[config.mk]
export PLATFORM = sky130hd
export DESIGN_NAME = dvd_motion_scheduler_flat
export DESIGN_NICKNAME = d
export VERILOG_FILES = /design/src/rtl/dvd_motion_scheduler_pkg.sv /design/src/rtl/dvd_motion_scheduler_if.sv /design/src/rtl/dvd_motion_scheduler_axis_stepper.sv /design/src/rtl/dvd_motion_scheduler.sv /design/src/flat_wrapper.sv
export SDC_FILE = /design/constraint.sdc
export NUM_CORES = 1
export LEC_CHECK = 0
export CAP_MARGIN = 5
export CORE_MARGIN = 2
export CORE_UTILIZATION = 53
export DETAILED_ROUTE_END_ITERATION = 16
export PLACE_DENSITY_LB_ADDON = 0.25
export SETUP_SLACK_MARGIN = 0.1
export SLEW_MARGIN = 15
export SYNTH_ARGS = -nofsm -noshare
export SYNTH_HDL_FRONTEND = slang
export SYNTH_SLANG_ARGS = --single-unit
[constraint.sdc]
create_clock -name clk -period 2.3 [get_ports clk]
set_input_delay 0.46 -clock clk [delete_from_list [all_inputs] [get_ports clk]]
set_output_delay 0.46 -clock clk [all_outputs]
set_load 0.03 [all_outputs]
[src/rtl/dvd_motion_scheduler_pkg.sv]
// Shared types and grid constants for the DVD sprite motion scheduler.
package dvd_pkg;
  typedef enum logic [1:0] {IDLE, WAIT, STEP, HOLD} state_t;

  localparam int CELL_SHIFT = 5;
  localparam int X_MAX      = (640 >> CELL_SHIFT) - 1;
  localparam int Y_MAX      = (480 >> CELL_SHIFT) - 1;
  localparam int X_W        = 5;
  localparam int Y_W        = 4;
endpackage

[src/rtl/dvd_motion_scheduler_if.sv]
// Control inputs and sprite state outputs of the motion scheduler.
interface dvd_motion_if
  import dvd_pkg::*;
#(
  parameter int PX_W = X_W,
  parameter int PY_W = Y_W
);
  logic            vsync_i;
  logic            run;
  logic [3:0]      frame_div;
  logic            start_dir_x;
  logic            start_dir_y;
  logic [PX_W-1:0] pos_x;
  logic [PY_W-1:0] pos_y;
  logic            dir_x;
  logic            dir_y;
  logic            step_pulse;
  logic            bounce_x;
  logic            bounce_y;
  logic            corner_hit;
  logic [2:0]      color_idx;

  modport master (
    output vsync_i, run, frame_div, start_dir_x, start_dir_y,
    input  pos_x, pos_y, dir_x, dir_y, step_pulse, bounce_x, bounce_y,
           corner_hit, color_idx
  );

  modport slave (
    input  vsync_i, run, frame_div, start_dir_x, start_dir_y,
    output pos_x, pos_y, dir_x, dir_y, step_pulse, bounce_x, bounce_y,
           corner_hit, color_idx
  );
endinterface

[src/rtl/dvd_motion_scheduler_axis_stepper.sv]
// One axis of the sprite: next position/direction and bounce flag for a step.
module dvd_axis_stepper #(
  parameter int W   = 5,
  parameter int MAX = 19
) (
  input  logic         en,
  input  logic [W-1:0] pos,
  input  logic         dir,
  output logic [W-1:0] pos_nxt,
  output logic         dir_nxt,
  output logic         bounce
);
  localparam logic [W-1:0] MAX_V = W'(MAX);

  always_comb begin
    pos_nxt = pos;
    dir_nxt = dir;
    bounce  = 1'b0;
    if (en) begin
      // >= so a corrupted out-of-range position still turns back
      if (dir ? (pos >= MAX_V) : (pos == '0)) begin
        dir_nxt = ~dir;
        bounce  = 1'b1;
      end else if (dir) begin
        pos_nxt = pos + 1'b1;
      end else begin
        pos_nxt = pos - 1'b1;
      end
    end
  end
endmodule

[src/rtl/dvd_motion_scheduler.sv]
// Frame-paced bounce controller for the DVD sprite, fully clocked by clk.
module dvd_motion_scheduler
  import dvd_pkg::*;
#(
  parameter int SX_W        = X_W,
  parameter int SY_W        = Y_W,
  parameter int SX_MAX      = X_MAX,
  parameter int SY_MAX      = Y_MAX,
  parameter int HOLD_FRAMES = 30
) (
  input logic         clk,
  input logic         reset,
  dvd_motion_if.slave mif
);
  localparam int HC_W = $clog2(HOLD_FRAMES + 1);

  logic            v1, v2, tick;
  state_t          state;
  logic [3:0]      fcnt;
  logic [HC_W-1:0] hcnt;
  logic [SX_W-1:0] pos_x, px_n;
  logic [SY_W-1:0] pos_y, py_n;
  logic            dir_x, dir_y, dx_n, dy_n, bx, by, step_en;
  logic            step_pulse, bounce_x, bounce_y, corner_hit;
  logic [2:0]      color_idx;

  assign tick    = v1 & ~v2;
  assign step_en = (state == STEP);

  dvd_axis_stepper #(.W(SX_W), .MAX(SX_MAX)) u_axis_x (
    .en(step_en), .pos(pos_x), .dir(dir_x),
    .pos_nxt(px_n), .dir_nxt(dx_n), .bounce(bx)
  );

  dvd_axis_stepper #(.W(SY_W), .MAX(SY_MAX)) u_axis_y (
    .en(step_en), .pos(pos_y), .dir(dir_y),
    .pos_nxt(py_n), .dir_nxt(dy_n), .bounce(by)
  );

  always_ff @(posedge clk or posedge reset) begin
    if (reset) begin
      v1         <= 1'b0;
      v2         <= 1'b0;
      state      <= IDLE;
      fcnt       <= '0;
      hcnt       <= '0;
      pos_x      <= '0;
      pos_y      <= SY_W'(1);
      dir_x      <= 1'b1;
      dir_y      <= 1'b1;
      color_idx  <= '0;
      step_pulse <= 1'b0;
      bounce_x   <= 1'b0;
      bounce_y   <= 1'b0;
      corner_hit <= 1'b0;
    end else begin
      v1         <= mif.vsync_i;
      v2         <= v1;
      step_pulse <= 1'b0;
      bounce_x   <= 1'b0;
      bounce_y   <= 1'b0;
      corner_hit <= 1'b0;
      case (state)
        IDLE: if (mif.run) begin
          dir_x <= mif.start_dir_x;
          dir_y <= mif.start_dir_y;
          fcnt  <= '0;
          state <= WAIT;
        end
        WAIT: begin
          if (!mif.run) begin
            hcnt  <= '0;
            state <= IDLE;
          end else if (tick) begin
            if (fcnt >= mif.frame_div) begin
              fcnt  <= '0;
              state <= STEP;
            end else begin
              fcnt <= fcnt + 4'd1;
            end
          end
        end
        STEP: begin
          // the step commits even if run drops in this very cycle
          pos_x      <= px_n;
          pos_y      <= py_n;
          dir_x      <= dx_n;
          dir_y      <= dy_n;
          step_pulse <= 1'b1;
          bounce_x   <= bx;
          bounce_y   <= by;
          corner_hit <= bx & by;
          if (bx | by) color_idx <= color_idx + 3'd1;
          if (!mif.run) begin
            hcnt  <= '0;
            state <= IDLE;
          end else if (bx & by) begin
            hcnt  <= HC_W'(HOLD_FRAMES);
            state <= HOLD;
          end else begin
            state <= WAIT;
          end
        end
        HOLD: begin
          if (!mif.run) begin
            hcnt  <= '0;
            state <= IDLE;
          end else if (tick) begin
            if (hcnt <= HC_W'(1)) begin
              hcnt  <= '0;
              fcnt  <= '0;
              state <= WAIT;
            end else begin
              hcnt <= hcnt - 1'b1;
            end
          end
        end
        default: state <= IDLE;
      endcase
    end
  end

  assign mif.pos_x      = pos_x;
  assign mif.pos_y      = pos_y;
  assign mif.dir_x      = dir_x;
  assign mif.dir_y      = dir_y;
  assign mif.step_pulse = step_pulse;
  assign mif.bounce_x   = bounce_x;
  assign mif.bounce_y   = bounce_y;
  assign mif.corner_hit = corner_hit;
  assign mif.color_idx  = color_idx;
endmodule

[src/flat_wrapper.sv]
// flat-port wrapper written by rule: the top's interface ports become plain ports
module dvd_motion_scheduler_flat import dvd_pkg::*;
#(
  parameter int SX_W        = X_W,
  parameter int SY_W        = Y_W,
  parameter int SX_MAX      = X_MAX,
  parameter int SY_MAX      = Y_MAX,
  parameter int HOLD_FRAMES = 30
)
  (clk, reset, mif_vsync_i, mif_run, mif_frame_div, mif_start_dir_x, mif_start_dir_y, mif_pos_x, mif_pos_y, mif_dir_x, mif_dir_y, mif_step_pulse, mif_bounce_x, mif_bounce_y, mif_corner_hit, mif_color_idx);
  dvd_motion_if #(.PX_W(X_W), .PY_W(Y_W)) mif_i ();
  input logic clk;
  input logic reset;
  input wire logic [$bits(mif_i.vsync_i)-1:0] mif_vsync_i;
  input wire logic [$bits(mif_i.run)-1:0] mif_run;
  input wire logic [$bits(mif_i.frame_div)-1:0] mif_frame_div;
  input wire logic [$bits(mif_i.start_dir_x)-1:0] mif_start_dir_x;
  input wire logic [$bits(mif_i.start_dir_y)-1:0] mif_start_dir_y;
  output wire logic [$bits(mif_i.pos_x)-1:0] mif_pos_x;
  output wire logic [$bits(mif_i.pos_y)-1:0] mif_pos_y;
  output wire logic [$bits(mif_i.dir_x)-1:0] mif_dir_x;
  output wire logic [$bits(mif_i.dir_y)-1:0] mif_dir_y;
  output wire logic [$bits(mif_i.step_pulse)-1:0] mif_step_pulse;
  output wire logic [$bits(mif_i.bounce_x)-1:0] mif_bounce_x;
  output wire logic [$bits(mif_i.bounce_y)-1:0] mif_bounce_y;
  output wire logic [$bits(mif_i.corner_hit)-1:0] mif_corner_hit;
  output wire logic [$bits(mif_i.color_idx)-1:0] mif_color_idx;
  assign mif_i.vsync_i = mif_vsync_i;
  assign mif_i.run = mif_run;
  assign mif_i.frame_div = mif_frame_div;
  assign mif_i.start_dir_x = mif_start_dir_x;
  assign mif_i.start_dir_y = mif_start_dir_y;
  assign mif_pos_x = mif_i.pos_x;
  assign mif_pos_y = mif_i.pos_y;
  assign mif_dir_x = mif_i.dir_x;
  assign mif_dir_y = mif_i.dir_y;
  assign mif_step_pulse = mif_i.step_pulse;
  assign mif_bounce_x = mif_i.bounce_x;
  assign mif_bounce_y = mif_i.bounce_y;
  assign mif_corner_hit = mif_i.corner_hit;
  assign mif_color_idx = mif_i.color_idx;
  dvd_motion_scheduler #(.SX_W(SX_W), .SY_W(SY_W), .SX_MAX(SX_MAX), .SY_MAX(SY_MAX), .HOLD_FRAMES(HOLD_FRAMES)) u_core (.clk(clk), .reset(reset), .mif(mif_i));
endmodule
==> results of run 1 <==
==> cell usage after synthesis, types with 2 or more instances <==
master,count,area [sq um]
a21o_1,4,30.0
nand3_1,2,10.0
dfstp_2,3,78.8
a41oi_1,2,17.5
nor2_1,10,37.5
inv_1,15,56.3
clkbuf_1,4,15.0
mux2_2,4,45.0
fa_1,2,40.0
nand2b_1,5,31.3
a21oi_1,10,50.1
or3_1,2,12.5
o21ai_0,14,70.1
nand2_1,13,48.8
o211ai_1,3,22.5
a211oi_1,2,15.0
ha_1,13,163
nor3_1,5,25.0
xor2_1,4,35.0
xnor2_1,8,70.1
dfrtp_1,28,701
==> metrics by stage <==
stage	instance area, sq um	worst slack [ns]	util (%)
6_report	2160	0.203	65.9
5_1_grt	2160	0.117	65.9
4_1_cts	2160	0.190	65.9
3_5_place_dp	2100	0.0917	64.0
3_3_place_gp	2100	0.163	64.0
2_1_floorplan	1780	0.202	-
==> routing by layer <==
layer	wire length, um	vias to the layer above	GRT usage, %
met4	51	0	8.21
met5	0	-	0
met3	170	9	4.14
li1	-	690	-
met2	1910	44	38.7
met1	1480	686	24.8
==> state kept, by name, indices dropped and copies added (netlist names) <==
name / flops
u_core.mif.pos_y: 4
u_core.mif.dir_x: 1
u_core.mif.corner_hit: 1
u_core.v1: 1
u_core.mif.color_idx: 3
u_core.fcnt: 4
u_core.hcnt: 5
u_core.state: 2
u_core.mif.pos_x: 5
u_core.v2: 1
u_core.mif.bounce_y: 1
u_core.mif.step_pulse: 1
u_core.mif.dir_y: 1
u_core.mif.bounce_x: 1
==> cell type report <==
cell class	count	area [sq um]	share of cell area [%]
Sequential cell	31	779	36.0
Multi-Input combinational cell	126	925	42.7
Tap cell	46	57.6	2.66
Clock buffer	7	55.1	2.54
Clock inverter	1	5.00	0.231
Inverter	15	56.3	2.60
Timing Repair Buffer	29	285	13.2
==> power groups by stage <==
stage	registers [mW]	clock network, mW	logic [mW]
final	0.655	0.335	0.381
after global routing	0.663	0.370	0.431
after CTS	0.655	0.347	0.385
after detailed placement	0.665	0	0.384
after global placement	0.658	0	0.367
after floorplan	0.705	0	0.210
==> cell families (layout without fill, tap and decap cells) <==
family                     count (synthesis)  after routing  share of synthesized area [%]
buffers and inverters                     20             52                           4.29
adders and majority gates                 15             15                           11.4
xor gates and xnor gates                  12             12                           5.90
AOI/OAI and AO/OA                         50             50                           19.5
and+or+nand+nor                           44             44                           12.0
DFF                                       31             31                           43.8
muxes                                      5              5                           3.09
==> how the worst max path moves through the flow <==
| stage | end | cells past startpoint |
|---|---|---|
| 4_1_cts | mif_dir_y | 1 |
| 2_1_floorplan | u_core.hcnt[2] | 5 |
| 3_5_place_dp | u_core.fcnt[2] | 7 |
| 5_1_grt | u_core.mif.pos_x[4] | 7 |
| 3_3_place_gp | u_core.fcnt[2] | 7 |
| 6_report | mif_dir_y | 1 |
==> impl_metrics.yaml, run 1 <==
clock_tree:
  cts_setup_buffers: 0
  clkTransAtPathRegs_ns: 0.09
  numCtsBuffers: 5
  hold_buffers: 0
  htree_levels: 2
  root_buffer: "clkbuf_4"
  cts.sinks: 31
  postCtsResizedCells: 0
  cts_tree: "done"
  clockBufferDepth: 2
  clock_latency_ns: 0.34
placement:
  place_inst: 247
  gp_congestion: 0.845
  port_buffers: 27
  dp_hpwl_um: 2730
timing:
  maxSlewHeadroom_pct: 69.4
  whs_ns: 0.406
  final_max_slew_viol_count: 0
  finClkSkew_ns: 0.0145
  setup_tns_ns: 0
  hold_violations: 0
  tightest_slew_ns: 0.459
  fmax_mhz: 477
  rsz0062_at_grt: "false"
  finalSetupViolCount: 0
  final.min_clock_period_ns: 2.10
  min_period_over_period_pct: 91.2
power:
  power_mw: 1.37
  switchingPower_mw: 0.459
  switching_share_pct: 33.5
  peakVddDrop_v: 0.000265
  pwr-share-seq_pct: 47.8
  comb_power_share_pct: 27.8
  powerDensity_mw_per_mm2: 634
  pwr-share-clk_pct: 24.4
  p_int_mw: 0.912
  p_leak_nw: 1.00
min_path:
  worstHoldEndpoint: "u_core.v2"
  hold_class: "reg -> reg"
  hp-start: "u_core.v1"
  whs_path_depth: 0
critical_path:
  cpMaxStageDelayCell: "clkdlybuf4s50_1"
  r2r_slack_ns: 0.24
  reg2reg_depth: 5
  r2r_start: "u_core.mif.pos_y[1]"
  path_cells: "clkdlybuf4s50_1"
  critPathKind: "reg -> out"
  reg2reg_to: "u_core.hcnt[2]"
  cp-start-kind: "register"
  crit_buf_inv: 1
  crit_required_ns: 1.84
  end_kind: "output port"
  startpoint: "u_core.mif.dir_y"
  cpLargestDelayFamily: "buffers and inverters"
  slowest_delay_ns: 0.69
  cp_max_fo: 7
  worst_ep_arrival_time_ns: 1.64
final_layout:
  layout_common_cells: "dfrtp_1, clkdlybuf4s50_1, inv_1"
  drive_gt1_share_pct: 9.09
  insertedDiodeCount: 0
  final_cells: 255
  mostFrequentLayoutCell: "dfrtp_1"
  syn_to_final_growth_pct: 21.5
  fillers: 274
  nNetsFinal: 233
drt:
  totalWireLength_um: 3610
  dr.pass1.iters: 4
  via_count: 1429
  drc_errors: 0
  drtIter0Drc: 62
  wl_per_cell_um: 14.2
  ant_nets: 0
  vias_per_cell: 5.60
floorplan:
  die_x_um: 62.0
  die_h_um: 62.0
  design.core.area_sq_mm: 0.00328
  die-area_sq_mm: 0.00384
  start_util_pct: 54.2
  pin_count: 28
  fp-row-count: 21
logic_synthesis:
  yosysUniqueCellTypes: 45
  async_flop_share_pct: 100
  synthesis.area_sq_mm: 0.00178
  synth_nets: 202
  synth_edf_count: 0
  ys_seq_elements: 31
  synth_top_flop_cell: "dfrtp_1"
  syn_area_per_cell_sq_um: 10.1
  synth-seq-area-share_pct: 43.8
  yosysWarnings: 0
  syn-instance-count: 177
grt:
  overflow: 0
  grt_pass1_wl_um: 6010
  grt_pass1_vias: 1398
  track_usage_pct: 21.4
  grt_max_degree: 32
  grt_antenna_before_repair: 0
status:
  status: "finished clean"
flow_run:
  maxCapViolCount: 0
No activity file was read; power rests on OpenSTA's default activity.
==> run 2: changes to the inputs <==
CORE_UTILIZATION = 26   (was 53)
==> impl_metrics.yaml, run 2 (synthesis results as in run 1) <==
power:
  peakVddDrop_v: 0.000334
  powerDensity_mw_per_mm2: 698
  p_leak_nw: 1.06
timing:
  final_max_slew_viol_count: 0
  min_period_over_period_pct: 90.2
  tightest_slew_ns: 0.519
  finalSetupViolCount: 0
  setup_tns_ns: 0
  fmax_mhz: 482
  maxSlewHeadroom_pct: 65.4
  rsz0062_at_grt: "false"
  timing.final.ws_setup_ns: 0.224
  final.min_clock_period_ns: 2.08
  hold_violations: 0
  finClkSkew_ns: 0.0106
critical_path:
  startpoint: "u_core.mif.pos_y[1]"
  path_cells: "or4_1 > o21a_2 > o311a_4 > a2111o_1 > o211ai_2"
  path_depth: 5
  cpMaxStageDelayCell: "or4_1"
  critPathKind: "reg -> reg"
  crit_required_ns: 2.50
  cpLargestDelayFamily: "compound AO/OA/AOI/OAI gates"
  worst_ep_arrival_time_ns: 2.28
  end_kind: "register"
  slowest_delay_ns: 0.52
  r2r_slack_ns: 0.22
  crit_buf_inv: 0
  cp-start-kind: "register"
  r2r_start: "u_core.mif.pos_y[1]"
  reg2reg_depth: 5
  cp-endpoint: "u_core.hcnt[2]"
  reg2reg_to: "u_core.hcnt[2]"
  cp_max_fo: 6
clock_tree:
  root_buffer: "clkbuf_8"
  cts.sinks: 31
  clockBufferDepth: 2
  numCtsBuffers: 5
  hold_buffers: 0
  cts_tree: "done"
  clock_latency_ns: 0.28
  clkTransAtPathRegs_ns: 0.07
  htree_levels: 2
placement:
  gp_congestion: 0.759
  dp_hpwl_um: 2670
  pre_cts_ws_ns: 0.0719
  port_buffers: 27
floorplan:
  start_util_pct: 26.5
  die_h_um: 86.8
  die-area_sq_mm: 0.00753
  design.core.area_sq_mm: 0.00672
  pin_count: 28
  die_x_um: 86.8
  fp-row-count: 30
drt:
  wl_per_cell_um: 12.2
  via_count: 1434
  vias_per_cell: 4.84
  drtIter0Drc: 66
  totalWireLength_um: 3620
  drc_errors: 0
  ant_nets: 0
  dr.pass1.iters: 4
min_path:
  hold_class: "reg -> reg"
  hp-start: "u_core.v1"
final_layout:
  syn_to_final_growth_pct: 30.5
  fillers: 667
  nNetsFinal: 240
  insertedDiodeCount: 0
  largestRegisters: "u_core.hcnt x5, u_core.mif.pos_x x5"
  drive_gt1_share_pct: 13.4
  mostFrequentLayoutCell: "dfrtp_1"
  layout_common_cells: "dfrtp_1, clkdlybuf4s50_1, inv_1, o21ai_0"
grt:
  grt_max_degree: 32
  grt_pass1_wl_um: 6380
  track_usage_pct: 10.7
  grt_pass1_vias: 1375
  overflow: 0
  grt_antenna_before_repair: 0
status:
  status: "finished clean"
flow_run:
  maxCapViolCount: 0
run 2: changes by cell type in the layout (fill, tap and decap cells not counted):
| cell | delta |
|---|---|
| clkbuf_4 | -5 |
| clkbuf_1 | -1 |
| buf_4 | +7 |
| clkinvlp_4 | +1 |
| clkbuf_8 | +5 |
| inv_1 | -1 |
| a21oi_1 | -1 |
| bufinv_16 | +1 |
| a21oi_2 | +1 |
run 2: stage by stage:
| step | instances | area, sq um | hold slack (ns) | total power [mW] | utilization [%] |
|---|---|---|---|---|---|
| 6_report | 296 | 2320 | 0.411 | 1.62 | 34.6 |
| 5_1_grt | 296 | 2320 | 0.444 | 1.72 | 34.6 |
| 4_1_cts | 292 | 2290 | 0.420 | 1.62 | 34.0 |
| 3_5_place_dp | 284 | 2170 | 0.404 | 1.06 | 32.3 |
| 3_3_place_gp | 284 | 2170 | 0.379 | 1.05 | 32.3 |
| 2_1_floorplan | 177 | 1780 | 0.368 | 0.915 | - |
run 2: layer usage:
layer / GRT usage, % / routed length, um / vias to the layer above
li1: - / - / 705
met1: 14.2 / 1730 / 688
met2: 16.6 / 1660 / 36
met3: 3.24 / 200 / 5
met4: 3.55 / 29 / 0
met5: 0 / 0 / -
run 2: layout make-up:
type                    instances  area (sq um)  share of cell area [%]
well taps                      80           100                    4.31
repair buffers                 36           338                    14.5
multi-input cells             126           928                    40.0
flip-flops and latches         31           779                    33.5
inverters                      15          60.1                    2.58
clock inverters                 2          35.0                    1.51
clock buffers                   6          82.6                    3.55
run 2: worst min path at each step:
| stage | to | slack, ns | cells past startpoint |
|---|---|---|---|
| 2_1_floorplan | u_core.v2 | 0.37 | 0 |
| 3_3_place_gp | u_core.v2 | 0.38 | 0 |
| 3_5_place_dp | u_core.v2 | 0.40 | 0 |
| 4_1_cts | u_core.v2 | 0.42 | 0 |
| 5_1_grt | u_core.v2 | 0.44 | 0 |
| 6_report | u_core.v2 | 0.41 | 0 |
run 2: what timing repair did:
item	CTS	global route
resized for setup	0	2
buffers inserted	0	4
endpoints found under the setup margin	0	1
run 2: power by group:
part	total [mW]	internal (mW)	leakage (nW)	switching [mW]
Clock	0.557	0.350	0.0612	0.207
Combinational	0.422	0.197	0.587	0.225
Sequential	0.642	0.591	0.410	0.0512
